[src/rtl/sample_voice_if.sv]
`timescale 1ns/1ps
// Signal bundle between the voice stage, its MIDI source, the SD feeder/FIFO and the mixer.
// master = environment side, slave = sample_voice.
interface sample_voice_if;
    logic               midi_on;
    logic               midi_off;
    logic [7:0]         midi_id;
    logic [6:0]         midi_vel;
    logic [7:0]         sd_id;
    logic               sd_note_on;
    logic               sd_note_off;
    logic               sd_completed;
    logic               fifo_rd;
    logic signed [15:0] fifo_data;
    logic               fifo_empty;
    logic               fifo_halffull;
    logic signed [15:0] sample_out;
    logic               sample_valid;
    logic               underrun;
    logic               busy;
    logic [2:0]         state;

    modport master (
        output midi_on, midi_off, midi_id, midi_vel,
        output sd_completed, fifo_data, fifo_empty, fifo_halffull,
        input  sd_id, sd_note_on, sd_note_off, fifo_rd,
        input  sample_out, sample_valid, underrun, busy, state
    );

    modport slave (
        input  midi_on, midi_off, midi_id, midi_vel,
        input  sd_completed, fifo_data, fifo_empty, fifo_halffull,
        output sd_id, sd_note_on, sd_note_off, fifo_rd,
        output sample_out, sample_valid, underrun, busy, state
    );
endinterface

[src/rtl/sample_voice.sv]
`timescale 1ns/1ps
// Voice playback stage: turns MIDI note events into feeder start/stop commands and emits a
// velocity-scaled, release-faded sample stream with one strobe per audio tick.
module sample_voice #(
    parameter int CLK_DIV      = 2000,
    parameter int RELEASE_STEP = 1
) (
    input  logic          clk96m,
    input  logic          rst,
    sample_voice_if.slave vif
);

    localparam int               CNT_W    = $clog2(CLK_DIV);
    localparam logic [CNT_W-1:0] CNT_LAST = CNT_W'(CLK_DIV - 1);
    localparam logic [6:0]       REL_STEP = 7'(RELEASE_STEP);

    typedef enum logic [2:0] {
        IDLE    = 3'd0,
        START   = 3'd1,
        PREFILL = 3'd2,
        PLAY    = 3'd3,
        RELEASE = 3'd4,
        STOP    = 3'd5,
        DRAIN   = 3'd6
    } state_t;

    state_t             state_q, state_d;
    logic [CNT_W-1:0]   cnt;
    logic               vld_p0, vld_p1, vld_p2, vld_p3;
    logic               pop_p2;
    logic               underrun_p2;
    logic signed [15:0] sample_p3;
    logic [6:0]         gain;
    logic [7:0]         id_q;
    logic               off_pend;
    logic               in_play;
    logic               fifo_rd;

    // 16x8 signed product, arithmetic shift by 7; |result| < 2^15 so the low 16 bits are exact.
    function automatic logic signed [15:0] scale(input logic signed [15:0] d,
                                                 input logic [6:0]         g);
        logic signed [23:0] dx;
        logic signed [23:0] gx;
        logic signed [23:0] prod;
        dx   = {{8{d[15]}}, d};
        gx   = {17'd0, g};
        prod = dx * gx;
        return 16'(prod >>> 7);
    endfunction

    function automatic logic [6:0] fade(input logic [6:0] g);
        return (g > REL_STEP) ? (g - REL_STEP) : 7'd0;
    endfunction

    assign in_play = (state_q == PLAY) || (state_q == RELEASE);

    // p0: free-running audio tick
    always_ff @(posedge clk96m) begin
        if (rst) begin
            cnt    <= '0;
            vld_p0 <= 1'b0;
        end else begin
            vld_p0 <= (cnt == CNT_LAST);
            cnt    <= (cnt == CNT_LAST) ? '0 : cnt + CNT_W'(1);
        end
    end

    // p1: pop decision and underrun detection; p2: FIFO word arrives and is scaled
    always_ff @(posedge clk96m) begin
        if (rst) begin
            vld_p1      <= 1'b0;
            vld_p2      <= 1'b0;
            pop_p2      <= 1'b0;
            underrun_p2 <= 1'b0;
        end else begin
            vld_p1      <= vld_p0;
            vld_p2      <= vld_p1;
            pop_p2      <= vld_p1 && in_play && fifo_rd;
            underrun_p2 <= vld_p1 && in_play && vif.fifo_empty && !vif.sd_completed;
        end
    end

    // p3: registered sample and strobe toward the mixer
    always_ff @(posedge clk96m) begin
        if (rst) begin
            vld_p3    <= 1'b0;
            sample_p3 <= '0;
        end else begin
            vld_p3 <= vld_p2;
            if (vld_p2) begin
                sample_p3 <= (pop_p2 && in_play) ? scale(vif.fifo_data, gain) : '0;
            end
        end
    end

    // The release decrement lands after this tick's multiply, so it shapes the next sample.
    always_ff @(posedge clk96m) begin
        if (rst) begin
            state_q  <= IDLE;
            gain     <= '0;
            id_q     <= '0;
            off_pend <= 1'b0;
        end else begin
            state_q  <= state_d;
            off_pend <= (state_q == START) && vif.midi_off;
            if ((state_q == IDLE) && vif.midi_on) begin
                id_q <= vif.midi_id;
                gain <= vif.midi_vel;
            end else if (vld_p2 && (state_q == RELEASE)) begin
                gain <= fade(gain);
            end
        end
    end

    always_comb begin
        state_d = state_q;
        fifo_rd = 1'b0;
        unique case (state_q)
            IDLE: begin
                if (vif.midi_on) state_d = START;
            end
            START: begin
                state_d = PREFILL;
            end
            PREFILL: begin
                if (vif.midi_off || off_pend)                 state_d = STOP;
                else if (vif.fifo_halffull || vif.sd_completed) state_d = PLAY;
            end
            PLAY, RELEASE: begin
                fifo_rd = vld_p1 && !vif.fifo_empty;
                if (vld_p1 && vif.fifo_empty && vif.sd_completed)
                    state_d = STOP;
                else if ((state_q == RELEASE) && vld_p2 && (fade(gain) == 7'd0))
                    state_d = STOP;
                else if ((state_q == PLAY) && vif.midi_off)
                    state_d = RELEASE;
            end
            STOP: begin
                state_d = DRAIN;
            end
            DRAIN: begin
                fifo_rd = !vif.fifo_empty;
                if (vif.fifo_empty) state_d = IDLE;
            end
            default: begin
                state_d = IDLE;
            end
        endcase
    end

    assign vif.fifo_rd      = fifo_rd;
    assign vif.sd_note_on   = (state_q == START);
    assign vif.sd_note_off  = (state_q == STOP);
    assign vif.busy         = (state_q != IDLE);
    assign vif.state        = state_q;
    assign vif.sd_id        = id_q;
    assign vif.sample_out   = sample_p3;
    assign vif.sample_valid = vld_p3;
    assign vif.underrun     = underrun_p2;

endmodule

[src/flat_wrapper.sv]
// flat-port wrapper written by rule: the top's interface ports become plain ports
module sample_voice_flat 
#(
    parameter int CLK_DIV      = 2000,
    parameter int RELEASE_STEP = 1
)
  (clk96m, rst, vif_midi_on, vif_midi_off, vif_midi_id, vif_midi_vel, vif_sd_completed, vif_fifo_data, vif_fifo_empty, vif_fifo_halffull, vif_sd_id, vif_sd_note_on, vif_sd_note_off, vif_fifo_rd, vif_sample_out, vif_sample_valid, vif_underrun, vif_busy, vif_state);
  sample_voice_if vif_i ();
  input  logic clk96m;
  input  logic rst;
  input wire logic [$bits(vif_i.midi_on)-1:0] vif_midi_on;
  input wire logic [$bits(vif_i.midi_off)-1:0] vif_midi_off;
  input wire logic [$bits(vif_i.midi_id)-1:0] vif_midi_id;
  input wire logic [$bits(vif_i.midi_vel)-1:0] vif_midi_vel;
  input wire logic [$bits(vif_i.sd_completed)-1:0] vif_sd_completed;
  input wire logic [$bits(vif_i.fifo_data)-1:0] vif_fifo_data;
  input wire logic [$bits(vif_i.fifo_empty)-1:0] vif_fifo_empty;
  input wire logic [$bits(vif_i.fifo_halffull)-1:0] vif_fifo_halffull;
  output wire logic [$bits(vif_i.sd_id)-1:0] vif_sd_id;
  output wire logic [$bits(vif_i.sd_note_on)-1:0] vif_sd_note_on;
  output wire logic [$bits(vif_i.sd_note_off)-1:0] vif_sd_note_off;
  output wire logic [$bits(vif_i.fifo_rd)-1:0] vif_fifo_rd;
  output wire logic [$bits(vif_i.sample_out)-1:0] vif_sample_out;
  output wire logic [$bits(vif_i.sample_valid)-1:0] vif_sample_valid;
  output wire logic [$bits(vif_i.underrun)-1:0] vif_underrun;
  output wire logic [$bits(vif_i.busy)-1:0] vif_busy;
  output wire logic [$bits(vif_i.state)-1:0] vif_state;
  assign vif_i.midi_on = vif_midi_on;
  assign vif_i.midi_off = vif_midi_off;
  assign vif_i.midi_id = vif_midi_id;
  assign vif_i.midi_vel = vif_midi_vel;
  assign vif_i.sd_completed = vif_sd_completed;
  assign vif_i.fifo_data = vif_fifo_data;
  assign vif_i.fifo_empty = vif_fifo_empty;
  assign vif_i.fifo_halffull = vif_fifo_halffull;
  assign vif_sd_id = vif_i.sd_id;
  assign vif_sd_note_on = vif_i.sd_note_on;
  assign vif_sd_note_off = vif_i.sd_note_off;
  assign vif_fifo_rd = vif_i.fifo_rd;
  assign vif_sample_out = vif_i.sample_out;
  assign vif_sample_valid = vif_i.sample_valid;
  assign vif_underrun = vif_i.underrun;
  assign vif_busy = vif_i.busy;
  assign vif_state = vif_i.state;
  sample_voice #(.CLK_DIV(CLK_DIV), .RELEASE_STEP(RELEASE_STEP)) u_core (.clk96m(clk96m), .rst(rst), .vif(vif_i));
endmodule
[config.mk]
export PLATFORM = sky130hd
export DESIGN_NAME = sample_voice_flat
export DESIGN_NICKNAME = d
export VERILOG_FILES = /design/src/rtl/sample_voice_if.sv /design/src/rtl/sample_voice.sv /design/src/flat_wrapper.sv
export SDC_FILE = /design/constraint.sdc
export NUM_CORES = 1
export LEC_CHECK = 0
export CAP_MARGIN = 25
export CELL_PAD_IN_SITES_DETAIL_PLACEMENT = 0
export CELL_PAD_IN_SITES_GLOBAL_PLACEMENT = 2
export CORE_ASPECT_RATIO = 0.75
export CORE_MARGIN = 4
export CORE_UTILIZATION = 35
export DETAILED_ROUTE_END_ITERATION = 12
export PLACE_DENSITY = 0.9
export SLEW_MARGIN = 25
export SYNTH_ARGS = -nofsm -noshare
export SYNTH_HDL_FRONTEND = slang
export SYNTH_SLANG_ARGS = --single-unit
[constraint.sdc]
create_clock -name clk96m -period 5.6 [get_ports clk96m]
set_input_delay 1.12 -clock clk96m [delete_from_list [all_inputs] [get_ports clk96m]]
set_output_delay 1.12 -clock clk96m [all_outputs]
set_load 0.005 [all_outputs]
==> metrics.md <==
| Metric | Value |
|---|---|
| Worst clock skew | a little over 0.009 ns |
| Least-Margin Pin Slew | ~0.91 ns |
| Setup-failing EPs final | 0 |
| Global Route Usage Sum | 0.164 |
| Upper clock frequency limit | about 190 MHz |
| Count of antenna-violating nets left after detailed routing | 0 |
| Cell taking the most area after synthesis | fa_1 |
| Global-route wire length before repair | around 27000 um |
| Worst setup path category | in -> reg |
| Grt peak-use layer | met2 |
| Synth warnings | 0 |
| Worst-case headroom to the max-slew limit | 0.392 |
| Root cell of the clock tree | clkbuf_16 |
| Number of placement rows | 42 |
| Maximum ir drop on the vdd rail | roughly 140 uV |
| Met3 Usage GRT | 0.0218 |
| Critical path data required time | about 5.8 ns |
| Met1 Resource Use GR | 0.250 |
| Wire length after detailed routing | between 15000 and 20000 um |
| Congestion Overflow GR | 0 |
| Outcome | finished, final reports clean |
| Final worst path period share | 0.964 |
| Share of async-settable or async-resettable flops after synthesis | 0 |
| Post-layout total power | about 2.4 mW |
| Estimated wirelength of the detail-placed design | around 13000 um |
| Number of primary I/O pins | 71 |
| Longest Clk Path Bufs | 2 |
| Number of hold buffers added after cts | 0 |
| Post-placement worst setup slack | -0.342 ns |
| Syn Std Cell Area | 6290 um^2 |
| Number of enable-type register cells in the synthesized netlist | 0 |
| Distinct cell type count of the synthesized netlist | between 50 and 60 |
| Total via count after detailed routing | about 5300 |
| Post-route setup slack | ~0.20 ns |
| Slew Viols, Final | 0 |
| Last element of the critical path | u_core.vif.sample_out[15] |
| Share of the synthesized area in the top cell type | 0.264 |
| Core area | approximately 18000 um^2 |
| Average routed wire per standard cell | between 10 and 15 um |
| Maximum fanout encountered on the critical timing path | 6 |
| Number of buffers created by CTS | 5 |
| Reg2Reg Launch Point | u_core.gain[4] |
| Layout cell share with drive strength beyond 1 | 0.125 |
| Static power due to leakage | around 3.9 nW |
| Clock network latency to the later pin of the worst-skew pair | 0.30 ns |
| Post-route DRC | 0 |
| Via count of the first global-routing pass | 5394 |
| Sequential fraction of the synthesis area | 0.165 |
| Die Area | 20200 um^2 |
| TritonCTS clock tree | yes |
| Max capacitance violation total | 0 |
| Most frequent cell after synthesis | inv_1 |
| Number of search-and-repair iterations in the first detailed-routing pass | 5 |
| Top cells by area, synth | fa_1 (26%), dfxtp_1 (17%), ha_1 (9.1%), and2_1 (7.9%), inv_1 (7.7%) |
| Synthesized netlist net count | approximately 920 |
| Category of the worst setup path launch point | input port |
| Number of antenna violations at the first check in global routing | 0 |
| Path type of the worst min-delay path | reg -> reg |
| Die Span X | 163 um |
| Source of the critical timing path | vif_fifo_data[4] |
| Hold Fails Final Rpt | 0 |
| Depth of the worst register-to-register path | 15 |
| Synthesized area per cell | slightly above 8 um^2 |
| Largest net degree at the start of global routing | 32 |
| Area growth syn-to-layout | 27.7% |
| Number of instances in the placed design | between 1000 and 1500 |
| Most used flip-flop cell after synthesis | dfxtp_1 |
| Final Net Count | about 1000 |
| Post-placement cell area | just under 8000 um^2 |
| Clk pin slew, worst setup/hold paths | approximately 0.070 ns |
| R2R Setup Slk | around 0.67 ns |
| Antenna Cells | 0 |
| Effective utilization at floorplan | 0.356 |
| Register bit count reported by yosys | 52 |
| RSZ-0062 raised after global routing | no |
| DR iter-0 viols | ~300 |
| Final Non-Filler Cells | 1125 |
| Final instance area | around 8000 um^2 |
| Final weighted congestion in routability-driven placement | between 0.8 and 0.9 |
| P per Cell Area | 293 nW/um^2 |
| Met2 Usage GRT | 0.254 |
| Worst hold slack | roughly 0.45 ns |
| Filler Cells Inserted | approximately 1800 |
| List of most frequent post-synthesis cells | inv_1 (129), nand2_1 (88), fa_1 (83) |
| Num Clock Sinks | 52 |
| Vias per Instance | between 4 and 5 |
| Worst r2r dst | u_core.vif.sample_out[15] |
| Category of the worst setup path capture point | register |
| Final critical-path required period | roughly 5.4 ns |
| Count of mapped cells out of synthesis | 757 |
| Count of input and output buffers | 70 |
| Height of the die | approximately 120 um |
| Arrival time of the worst setup path | roughly 5.6 ns |
| Count of H-tree levels built during CTS | 2 |
==> layout make-up <==
type | instances | area (um^2) | area share
multi-input combinational | 544 | 4730 | 0.589
sequential | 52 | 1040 | 0.130
tap | 242 | 303 | 0.0377
clock buffer | 5 | 125 | 0.0156
timing repair buffer | 150 | 1320 | 0.164
clock inverter | 3 | 25.0 | 0.00312
inverter | 129 | 484 | 0.0603
==> placed cells by master (no fill, tap or decap), drive strengths merged, types with 3 or more instances in the layout <==
master | synthesis | layout
and2 | 79 | 79
inv | 129 | 131
nand3 | 11 | 11
clkbuf | 28 | 5
clkdlybuf4s50 | 0 | 62
nor2 | 43 | 43
nor3 | 14 | 14
mux2i | 3 | 3
nand4 | 7 | 7
a22oi | 4 | 4
and3 | 14 | 14
xnor2 | 16 | 16
buf | 4 | 80
o2111ai | 3 | 3
nor2b | 3 | 3
a211oi | 4 | 4
or3 | 4 | 4
o31ai | 3 | 3
a221oi | 5 | 5
o21ai | 20 | 20
dlymetal6s2s | 0 | 8
dfxtp | 52 | 52
nand2 | 88 | 88
nand2b | 5 | 5
xor2 | 10 | 10
ha | 46 | 46
a21oi | 32 | 32
fa | 83 | 83
a31oi | 4 | 4
a21o | 9 | 9
==> worst max-delay path, cell delays in order <==
cell             delay (ns)
clkdlybuf4s50_1        0.48
buf_4                  0.15
nand2_1                0.08
fa_1                   0.57
inv_1                  0.05
fa_1                   0.47
fa_1                   0.55
inv_1                  0.06
fa_1                   0.54
inv_1                  0.04
ha_1                   0.32
and3_4                 0.20
and3_1                 0.20
nand3_2                0.09
a21oi_1                0.08
or3_1                  0.34
a32o_1                 0.25
==> report_power, final <==
part           internal (mW)  switching [mW]  total (mW)
clock network          0.169           0.153       0.322
registers              0.402          0.0819       0.484
logic                  0.726           0.825        1.55
total                   1.30            1.06        2.36
==> state kept, by name, summed over array words and instances (netlist names) <==
register,flops
u_core.vld_p0,1
u_core.gain,7
u_core.cnt,11
u_core.vif.sd_id,8
u_core.vld_p1,1
u_core.vif.sample_out,16
u_core.off_pend,1
u_core.vif.sample_valid,1
u_core.vif.underrun,1
u_core.vif.state,3
u_core.pop_p2,1
u_core.vld_p2,1
==> per-layer routing <==
metal | routed length (um) | share of wire
met5 | 0 | 0
met1 | 8170 | 0.52
met2 | 6890 | 0.44
met4 | 104 | 0.0066
met3 | 611 | 0.039
==> repair_timing <==
item                                    4_1_cts  5_1_grt
endpoints found under the setup margin        2       11
pin swaps                                     0        5
resized for setup                             2       27
buffers inserted                              0        2
==> how the worst min path moves through the flow <==
| stage | start | endpoint | slack, ns | cells past startpoint |
|---|---|---|---|---|
| finish | u_core.cnt[0] | u_core.cnt[0] | 0.45 | 1 |
| global route | u_core.vif.sd_id[5] | u_core.vif.sd_id[5] | 0.48 | 2 |
| CTS | u_core.cnt[0] | u_core.cnt[0] | 0.46 | 1 |
| detailed placement | u_core.cnt[0] | u_core.cnt[0] | 0.44 | 1 |
| global placement | u_core.cnt[0] | u_core.cnt[0] | 0.43 | 1 |
| floorplan | u_core.cnt[0] | u_core.cnt[0] | 0.41 | 1 |
==> stage by stage <==
stage,util,setup TNS [ns]
2_1_floorplan,-,0
3_3_place_gp,0.439,-1.19
3_5_place_dp,0.439,-1.59
4_1_cts,0.448,0
5_1_grt,0.455,0
6_report,0.455,0
==> cell families after synthesis <==
logic type | count (synthesis) | synth area share
AND/OR/NAND/NOR | 279 | 0.225
buffers and inverters | 161 | 0.0965
adder cells (fa/ha/maj) | 129 | 0.356
AO/OA/AOI/OAI | 106 | 0.115
flip-flops | 52 | 0.165
XOR/XNOR | 26 | 0.0362
multiplexers | 4 | 0.00656
Note: power is estimated with default switching activity, not from simulation.
==> RTL change, RTL diff (config.mk and constraints unchanged) <==
`CLK_DIV` is set to 2000 in 2 places; all go to 1000.
--- a/src/rtl/sample_voice.sv
+++ b/src/rtl/sample_voice.sv
@@ -3,5 +3,5 @@
 // velocity-scaled, release-faded sample stream with one strobe per audio tick.
 module sample_voice #(
-    parameter int CLK_DIV      = 2000,
+    parameter int CLK_DIV      = 1000,
     parameter int RELEASE_STEP = 1
 ) (
--- a/src/flat_wrapper.sv
+++ b/src/flat_wrapper.sv
@@ -2,5 +2,5 @@
 module sample_voice_flat 
 #(
-    parameter int CLK_DIV      = 2000,
+    parameter int CLK_DIV      = 1000,
     parameter int RELEASE_STEP = 1
 )
Behaviour: no difference found for any inputs over 10 cycles, from zero or initial values and one cycle with rst high; that may be too few to reach the edited logic, so the function may still have changed.
==> RTL change against the unedited design <==
- maximum frequency rose by 0.33%
- wire length fell by 0.15%
- cell area fell by 2.8%
- clock power fell by 2%
- sequential cell count fell by 1
- worst setup slack improved by 0.018 ns
- power rose by 29%
- area after synthesis fell by 0.68%
- via count fell by 2.7%
- die area fell by 0.64%
- combinational power rose by 43%
- critical path type unchanged
- largest power group unchanged
- highest routed layer unchanged
==> RTL change: results (changes against the unedited design) <==
Run status:
- The run finished with clean final reports.

Worst hold path:
- The kind of path behind the tightest hold check is flip-flop to flip-flop.
- The launch instance of the worst min-delay path is u_core.cnt[0].

Detailed routing:
- The wire length on met3 was 746 um (+22%).
- The routed via count is 5189 (-2.7%).
- The aggregate routed wire length was 15800 um (-0.15%).
- The first-pass iteration count of the detailed router was 4 (-1).
- The routed length on met1 came to 8070 um (-1.2%).
- The DRC violation total after the first TritonRoute iteration is 271 (-8.1%).
- The average detailed-routed wire length per instance is 14.3 um (+1.7%).

Critical path:
- The worst setup path startpoint is vif_fifo_data[8].
- The setup slack on the worst flop-to-flop path is 0.69 ns (+0.02 ns).
- The capture instance of the worst register-to-register path is u_core.vif.sample_out[14].
- The signal arrival time at the worst endpoint was 5.54 ns (-0.05 ns).
- The maximum fanout count along the critical path is 4 (-2).
- The destination of the critical timing path is u_core.vif.sample_out[12].

Pwr:
- The reported leakage power came to 3.64 nW (-5.8%).
- The net switching power was 1.45 mW (+37%).
- The worst ir drop on vdd came to 193 uV (+40%).
- The internal power is 1.58 mW (+22%).
- The power in sequential cells is 495 uW (+2%).
- The clock group share of total power is 0.104 (-0.033).

Logic synthesis:
- In the post-synthesis netlist, the biggest area contributors are sky130_fd_sc_hd__fa_1 27%, sky130_fd_sc_hd__dfxtp_1 16%, sky130_fd_sc_hd__ha_1 9.2%, sky130_fd_sc_hd__and2_1 8.0%, sky130_fd_sc_hd__inv_1 8.0%.
- The synthesized net count is 917 (-0.76%).
- The gate count after technology mapping came to 750 (-0.92%).
- The unique cell type count in the Yosys netlist is 57 (-1.7%).
- The sequential-to-total area share from yosys stat is 0.163 (-0.00208).
- The commonest cells after synthesis are 133 x sky130_fd_sc_hd__inv_1, 92 x sky130_fd_sc_hd__nand2_1, 83 x sky130_fd_sc_hd__fa_1.

Timing:
- The worst hold margin is 0.446 ns (-0.000942 ns).
- The worst clock skew was 0.00962 ns (+0.000512 ns).
- The maximum clock frequency is 0.186 GHz (+0.33%).
- The transition time at the pin with the least slew margin came to 0.841 ns (-0.0690 ns).

Placed design:
- The last weighted congestion value of the routability-driven placer is 0.825 (-0.96%).
- The post-placement cell count is 1095 (-1.8%).
- The post-detailed-placement half-perimeter wirelength came to 13000 um (+0.37%).

Clock tree:
- The number of resized instances in the post-cts repair step is 0 (-2).
- The clock buffer count from CTS is 5 (unchanged).

Global route:
- The via count of the first global-routing pass is 5314 (-1.5%).
- The overall routing resource usage is 0.165 (+0.00111).
- The wire length of the first global-routing pass came to 27100 um (+0.51%).

Finish:
- The fraction of final layout cells with drive strength greater than 1 is 0.0952 (-0.0293).
## RTL change: cell count changes in the layout (fill, tap and decap cells not counted), sizes merged, moves of 5 or more
cell and change:
nor2 -5, and3 -8, a21o -7, o21ai +13, buf -20
## RTL change: worst register-to-register path, cell delays in order (launching register included)
cell and delay, ns:
sky130_fd_sc_hd__dfxtp_1 0.77, sky130_fd_sc_hd__nand2_1 0.18, sky130_fd_sc_hd__fa_1 0.57, sky130_fd_sc_hd__inv_1 0.05, sky130_fd_sc_hd__fa_1 0.47, sky130_fd_sc_hd__fa_1 0.55
sky130_fd_sc_hd__inv_1 0.06, sky130_fd_sc_hd__fa_1 0.53, sky130_fd_sc_hd__inv_1 0.05, sky130_fd_sc_hd__ha_2 0.35, sky130_fd_sc_hd__nand2_1 0.09, sky130_fd_sc_hd__nor3_2 0.18
sky130_fd_sc_hd__buf_4 0.14, sky130_fd_sc_hd__a2111oi_2 0.05, sky130_fd_sc_hd__buf_4 0.18, sky130_fd_sc_hd__o41ai_2 0.30, sky130_fd_sc_hd__nor2_1 0.07, sky130_fd_sc_hd__o31ai_1 0.22
## RTL change: area by class of cell
cell class	instances	area [um^2]
repair buffers	130	1170
multi-input cells	539	4670
diodes	1	2.50
clock inverters	1	8.76
inverters	133	499
well taps	242	303
fillers	1796	9790
flip-flops and latches	51	1020
clock buffers	7	143
## RTL change: logic make-up (layout without fill, tap and decap cells)
kind of cell,after synthesis,count (layout),synth area share
compound gates,113,113,0.118
mux,4,4,0.00641
buf+inv,160,271,0.0975
simple gates,267,267,0.221
fa+ha+maj,129,129,0.358
flops,51,51,0.163
xor+xnor,26,26,0.0364
other cells,0,1,0
## RTL change: layer usage
layer  global-route usage  vias up
met5                    0        -
met4               0.0248        0
met3               0.0222       16
met2                0.246      104
met1                0.257     2456
li1                     -     2613
